==> config.mk <==
export PLATFORM = sky130hd
export DESIGN_NAME = mysystem_data_out32b_stream
export DESIGN_NICKNAME = d
export VERILOG_FILES = /design/src/rtl/mysystem_data_out32b_stream.sv
export SDC_FILE = /design/constraint.sdc
export NUM_CORES = 1
export LEC_CHECK = 0
export CAP_MARGIN = 0
export CORE_MARGIN = 2
export CORE_UTILIZATION = 43
export CTS_CLUSTER_SIZE = 28
export DETAILED_ROUTE_END_ITERATION = 10
export HOLD_SLACK_MARGIN = 0.15
export PLACE_DENSITY = 0.65
export SKIP_CTS_REPAIR_TIMING = 1
export SYNTH_ARGS = -nofsm -noshare
export SYNTH_HDL_FRONTEND = slang
export SYNTH_SLANG_ARGS = --single-unit
==> constraint.sdc <==
create_clock -name clk -period 4.3 [get_ports clk]
set_input_delay 1.075 -clock clk [delete_from_list [all_inputs] [get_ports clk]]
set_output_delay 1.075 -clock clk [all_outputs]
set_load 0.02 [all_outputs]
==> src/rtl/mysystem_data_out32b_stream.sv <==
// mysystem_data_out32b_stream
//   Avalon-MM slave that queues CPU-written 32-bit words in a FIFO and hands
//   them to fabric logic over a valid/ready stream. Transmit-side companion of
//   the 32-bit input PIO: the CPU pushes, the fabric pops.
//
// Ports
//   clk, reset_n            rising-edge clock, asynchronous active-low reset
//   address[1:0]            register select
//   chipselect, write_n     write strobe = chipselect & ~write_n
//   writedata[31:0]         write data
//   readdata[31:0]          registered read data (1-cycle latency)
//   irq                     |(event & irq_mask)
//   out_port[31:0]          stream data (FIFO head)
//   out_valid, out_ready    stream handshake
//
// Register map
//   0  W: push writedata        R: FIFO head (0 when empty)
//   1  W: bit0=1 flushes FIFO   R: {16'b0, level[7:0], 5'b0, lowwm, full, empty}
//   2  R/W: irq_mask[2:0]
//   3  R: event {overflow, lowwm, drained}   W: write-1-to-clear
//
// Build option
//   DATA_OUT_HOLD_LAST_EN : when empty, out_port holds the last popped word
//                           (0 after reset or flush). Otherwise out_port is
//                           forced to 0 whenever out_valid is low.

module mysystem_data_out32b_stream #(
  parameter int DEPTH_LOG2 = 4,
  parameter int LOW_WM     = 4
) (
  input  logic        clk,
  input  logic        reset_n,
  input  logic [1:0]  address,
  input  logic        chipselect,
  input  logic        write_n,
  input  logic [31:0] writedata,
  output logic [31:0] readdata,
  output logic        irq,
  output logic [31:0] out_port,
  output logic        out_valid,
  input  logic        out_ready
);

  localparam int DEPTH = 1 << DEPTH_LOG2;
  localparam int CW    = DEPTH_LOG2 + 1;

  localparam logic [CW-1:0]         FULL_CNT  = CW'(DEPTH);
  localparam logic [CW-1:0]         LOWWM_CNT = CW'(LOW_WM);
  localparam logic [CW-1:0]         ONE_CNT   = CW'(1);
  localparam logic [DEPTH_LOG2-1:0] PTR_ONE   = DEPTH_LOG2'(1);

  // Storage and state
  logic [31:0]           mem_q [DEPTH];
  logic [CW-1:0]         count_q, count_d;
  logic [DEPTH_LOG2-1:0] wr_ptr_q, wr_ptr_d;
  logic [DEPTH_LOG2-1:0] rd_ptr_q, rd_ptr_d;
  logic [2:0]            event_q, event_d;
  logic [2:0]            irq_mask_q, irq_mask_d;
  logic [31:0]           readdata_q, readdata_d;

  // Decoded strobes
  logic        wr_s;
  logic        push_req_s;
  logic        drop_s;
  logic        push_s;
  logic        pop_s;
  logic        flush_s;
  logic        valid_s;
  logic [31:0] head_s;
  logic [31:0] status_s;
  logic [2:0]  ev_set_s;
  logic [2:0]  ev_clr_s;

  // Bus decode and stream handshake qualification
  always_comb begin
    wr_s       = chipselect & ~write_n;
    valid_s    = (count_q != '0);
    push_req_s = wr_s & (address == 2'd0);
    // Fullness is judged on the registered count, so a same-cycle pop does
    // not make room for a push into a full FIFO.
    drop_s     = push_req_s & (count_q == FULL_CNT);
    push_s     = push_req_s & ~drop_s;
    pop_s      = valid_s & out_ready;
    flush_s    = wr_s & (address == 2'd1) & writedata[0];
    head_s     = valid_s ? mem_q[rd_ptr_q] : 32'h0;
    status_s   = {16'h0, 8'(count_q), 5'b0_0000,
                  (count_q < LOWWM_CNT), (count_q == FULL_CNT), ~valid_s};
  end

  // FIFO pointer and count next-state
  always_comb begin
    wr_ptr_d = wr_ptr_q;
    rd_ptr_d = rd_ptr_q;
    count_d  = count_q;
    if (push_s) begin
      wr_ptr_d = wr_ptr_q + PTR_ONE;
    end else begin
      wr_ptr_d = wr_ptr_q;
    end
    if (flush_s) begin
      // Push and flush use different addresses, so wr_ptr is stable here.
      count_d  = '0;
      rd_ptr_d = wr_ptr_q;
    end else begin
      if (pop_s) begin
        rd_ptr_d = rd_ptr_q + PTR_ONE;
      end else begin
        rd_ptr_d = rd_ptr_q;
      end
      case ({push_s, pop_s})
        2'b10:   count_d = count_q + ONE_CNT;
        2'b01:   count_d = count_q - ONE_CNT;
        default: count_d = count_q;
      endcase
    end
  end

  // Event capture, mask register and read mux next-state
  always_comb begin
    // Level-crossing events only count pops that actually change the level,
    // and a flush never reports them.
    ev_set_s[2] = drop_s;
    ev_set_s[1] = pop_s & ~push_s & ~flush_s & (count_q == LOWWM_CNT);
    ev_set_s[0] = pop_s & ~push_s & ~flush_s & (count_q == ONE_CNT);
    if (wr_s && (address == 2'd3)) begin
      ev_clr_s = writedata[2:0];
    end else begin
      ev_clr_s = 3'b000;
    end
    // Clear wins over a same-cycle set.
    event_d = (event_q | ev_set_s) & ~ev_clr_s;

    if (wr_s && (address == 2'd2)) begin
      irq_mask_d = writedata[2:0];
    end else begin
      irq_mask_d = irq_mask_q;
    end

    case (address)
      2'd0:    readdata_d = head_s;
      2'd1:    readdata_d = status_s;
      2'd2:    readdata_d = {29'h0, irq_mask_q};
      2'd3:    readdata_d = {29'h0, event_q};
      default: readdata_d = 32'h0;
    endcase
  end

  // Control and register state
  always_ff @(posedge clk or negedge reset_n) begin
    if (!reset_n) begin
      count_q    <= '0;
      wr_ptr_q   <= '0;
      rd_ptr_q   <= '0;
      event_q    <= 3'b000;
      irq_mask_q <= 3'b000;
      readdata_q <= 32'h0;
    end else begin
      count_q    <= count_d;
      wr_ptr_q   <= wr_ptr_d;
      rd_ptr_q   <= rd_ptr_d;
      event_q    <= event_d;
      irq_mask_q <= irq_mask_d;
      readdata_q <= readdata_d;
    end
  end

  // FIFO storage; contents are intentionally not reset
  always_ff @(posedge clk) begin
    if (push_s) begin
      mem_q[wr_ptr_q] <= writedata;
    end
  end

`ifdef DATA_OUT_HOLD_LAST_EN
  logic [31:0] last_q, last_d;

  // Last-popped word, cleared by flush so an emptied FIFO shows 0
  always_comb begin
    if (flush_s) begin
      last_d = 32'h0;
    end else if (pop_s) begin
      last_d = mem_q[rd_ptr_q];
    end else begin
      last_d = last_q;
    end
  end

  // Last-popped word register
  always_ff @(posedge clk or negedge reset_n) begin
    if (!reset_n) begin
      last_q <= 32'h0;
    end else begin
      last_q <= last_d;
    end
  end

  assign out_port = valid_s ? mem_q[rd_ptr_q] : last_q;
`else
  assign out_port = head_s;
`endif

  assign out_valid = valid_s;
  assign readdata  = readdata_q;
  assign irq       = |(event_q & irq_mask_q);

endmodule
==> flow_metrics.py <==
metrics = {
    "logic_synthesis": {
        "synth_area_leaders": "edfxtp_1 (71%), mux4_2 (12%), dfrtp_1 (5.9%)",
        "async_flop_share": 0.0906,
        "ys_warn_count": 0,
        "avgSynthCellArea_um2": 21.2,
        "yosysMostFrequentCell": "edfxtp_1",
        "synth-edff-count": 512,
        "ys.flop_type": "edfxtp_1",
        "ys_seq_area_frac": 0.765,
        "netlist_top_cells_count": "edfxtp_1 (512), mux4_2 (118), mux2i_1 (72), o22ai_1 (56), dfrtp_1 (51)",
        "syn-num-nets": 1077,
        "yosysTopAreaCell": "edfxtp_1",
        "synth_seq_cells": 563,
        "synth.distinct_cells": 45,
        "synth_top_area_share": 0.706,
        "postSynthCellCount": 1029,
        "netlist_area_um2": 21800,
    },
    "sta": {
        "final_max_slew_viol_count": 0,
        "finalSetupViolCount": 0,
        "min_period_ps": 4130,
        "hold_viol_final": 0,
        "fin_skew_ps": 26.4,
        "setup_ws_ps": 170,
        "worst_pin_slew_ps": 848,
        "final.period_utilization": 0.960,
        "fmax_mhz": 242,
        "rsz0062_at_grt": "no",
        "whs_ps": 541,
        "slew_headroom": 0.435,
    },
    "placement": {
        "place_area_um2": 24000,
        "place_inst": 1805,
        "port_buffers": 104,
        "gp_congestion": 0.774,
        "hpwlAfterDp_um": 28000,
        "post-place-ws_ps": 545,
    },
    "final_layout": {
        "seqCellArea_um2": 16700,
        "final_layout_size_suffix_gt1_frac": 0.244,
        "multi_input_area_um2": 4940,
        "fin_nets": 1240,
        "fin_area_um2": 26000,
        "finish.utilization": 0.519,
        "area_delta_synth_final_pct": 19.3,
        "final_cells": 1912,
        "n_fill_cell": 3947,
    },
    "clock_tree": {
        "cts.sinks": 563,
        "cts_buffer_depth": 3,
        "clk_pin_slew_ps": 60,
        "numCtsBuffers": 55,
        "root_buffer": "clkbuf_16",
        "htree_levels": 2,
        "clock_latency_ps": 610,
        "cts_tree": "done",
    },
    "critical_path": {
        "cp_max_fo": 33,
        "critPathTopFamily": "buffers and inverters",
        "cp.depth": 7,
        "slowest_stage": "or4b_4",
        "start_kind": "register",
        "crit_type": "register to primary output",
        "r2r-start": "count_q[1]",
        "crit_start": "count_q[1]",
        "slowest_delay_ps": 580,
        "worstPathRequired_ps": 3220,
        "cp.arrival_ps": 3060,
        "path_buf_inv": 3,
        "crit_chain": "inv_1, ha_1, or4b_4, nand2b_2, buf_12, o22ai_1, clkdlybuf4s50_1",
        "crit_path_end_kind": "primary output",
        "r2r_cells": 9,
    },
    "drt": {
        "via_per_inst": 5.66,
        "drtIter0Drc": 1042,
        "via_count": 10800,
        "drtPass1Iterations": 7,
        "wl_per_cell_um": 25.5,
        "totalWireLength_um": 48800,
        "drc": 0,
        "ant_nets": 0,
    },
    "power": {
        "p_per_area_nw_per_um2": 644,
        "vdd_drop_max_uv": 435,
        "cellLeakagePower_uw": 0.00872,
    },
    "floorplanning": {
        "die_x_um": 229,
        "start_util": 0.435,
        "coreArea_um2": 50100,
        "die_y_um": 229,
        "rows": 82,
        "io_pins": 105,
        "design.die.area_um2": 52500,
    },
    "grt": {
        "grtUsageTotal": 0.186,
        "grt_pass1_wl_um": 71800,
        "antenna_found_initial": 3,
        "grt_max_degree": 34,
        "grt_pass1_vias": 10800,
        "grt_overflow": 0,
    },
    "status": {
        "status": "finished, final reports clean",
    },
    "min_path": {
        "hold_path.class": "register to register",
        "holdCritStartpoint": "event_q[2]",
        "holdPathStages": 2,
    },
    "run": {
        "drv_cap": 0,
    },
}
==> final cells by class <==
class,count,area share
clock inverter,29,0.0120
antenna,1,0.0000963
tap,672,0.0324
inverter,7,0.00101
sequential,563,0.642
timing repair buffer,163,0.0634
clock buffer,75,0.0594
multi-input combinational,402,0.190
==> where the power goes <==
part / leakage [uW] / internal (uW) / switching [uW]
combinational: 0.00256 / 2540 / 2780
clock: 0.000903 / 2870 / 1970
sequential: 0.00525 / 6220 / 334
==> sequential cells by signal (all words and copies together) (netlist names) <==
name,count
irq_mask_q,3
mem_q,512
readdata,32
wr_ptr_q,4
rd_ptr_q,4
event_q,3
count_q,5
==> layer usage <==
| metal | global-route usage | routed length (um) |
|---|---|---|
| met2 | 0.285 | 22900 |
| met4 | 0.0467 | 868 |
| met3 | 0.0400 | 3340 |
| met5 | 0 | 5 |
| met1 | 0.273 | 21700 |
==> cells in the final DEF, fill, tap and decap left out, types with 3 or more instances in the layout <==
master / synthesis / final
dfrtp_1: 51 / 48
clkbuf_16: 0 / 56
a22oi_1: 7 / 7
clkbuf_8: 0 / 7
edfxtp_1: 512 / 512
clkinvlp_4: 0 / 3
nand2b_1: 4 / 4
o21ai_0: 13 / 13
a31oi_1: 4 / 4
clkinv_1: 0 / 8
mux4_2: 118 / 118
nand4_1: 4 / 4
nand2_1: 15 / 15
nor3_4: 0 / 4
inv_1: 7 / 7
nor2_4: 0 / 12
clkinv_2: 0 / 9
dlymetal6s2s_1: 0 / 15
nor2_1: 23 / 11
nand3_1: 6 / 6
nor3_1: 8 / 4
o22ai_1: 56 / 56
and3_1: 4 / 4
mux2i_1: 72 / 72
mux2_2: 15 / 15
buf_12: 0 / 9
clkdlybuf4s50_1: 0 / 88
buf_4: 6 / 47
o221ai_1: 6 / 6
clkbuf_1: 7 / 12
xnor2_1: 8 / 8
bufinv_16: 0 / 6
a21oi_1: 8 / 8
nor2b_1: 3 / 3
dfrtp_4: 0 / 3
ha_1: 9 / 9
==> kinds of logic after synthesis <==
| group | Yosys count | synth area share |
|---|---|---|
| DFF | 563 | 0.765 |
| muxes | 205 | 0.163 |
| AOI/OAI and AO/OA | 102 | 0.0302 |
| and+or+nand+nor | 77 | 0.0183 |
| buffers and inverters | 64 | 0.0151 |
| xor gates and xnor gates | 9 | 0.00362 |
| adders and majority gates | 9 | 0.00517 |
==> final timing paths <==
| check | slack [ps] | endpoint |
|---|---|---|
| min in group asynchronous | 590 | readdata[30] |
| worst min-delay path | 540 | event_q[2] |
| max in group asynchronous | 2780 | readdata[4] |
| worst max-delay path | 170 | out_port[30] |
| worst max register to register | 1490 | readdata[9] |
| worst min register to register | 540 | event_q[2] |
==> per-stage QoR <==
stage	total power, uW	TNS (ps)
global placement	12000	0
detailed placement	12000	0
finish	16700	0
CTS	16900	-1260
global route	17400	0
floorplan	10000	0
==> worst register-to-register path: cells and delay by family (launching register included) <==
family	cells	cell delay, ps
adders and majority gates	1	220
buffers and inverters	3	820
and+or+nand+nor	3	860
AOI/OAI and AO/OA	2	330
DFF	1	430
No activity file was read; power rests on OpenSTA's default activity.
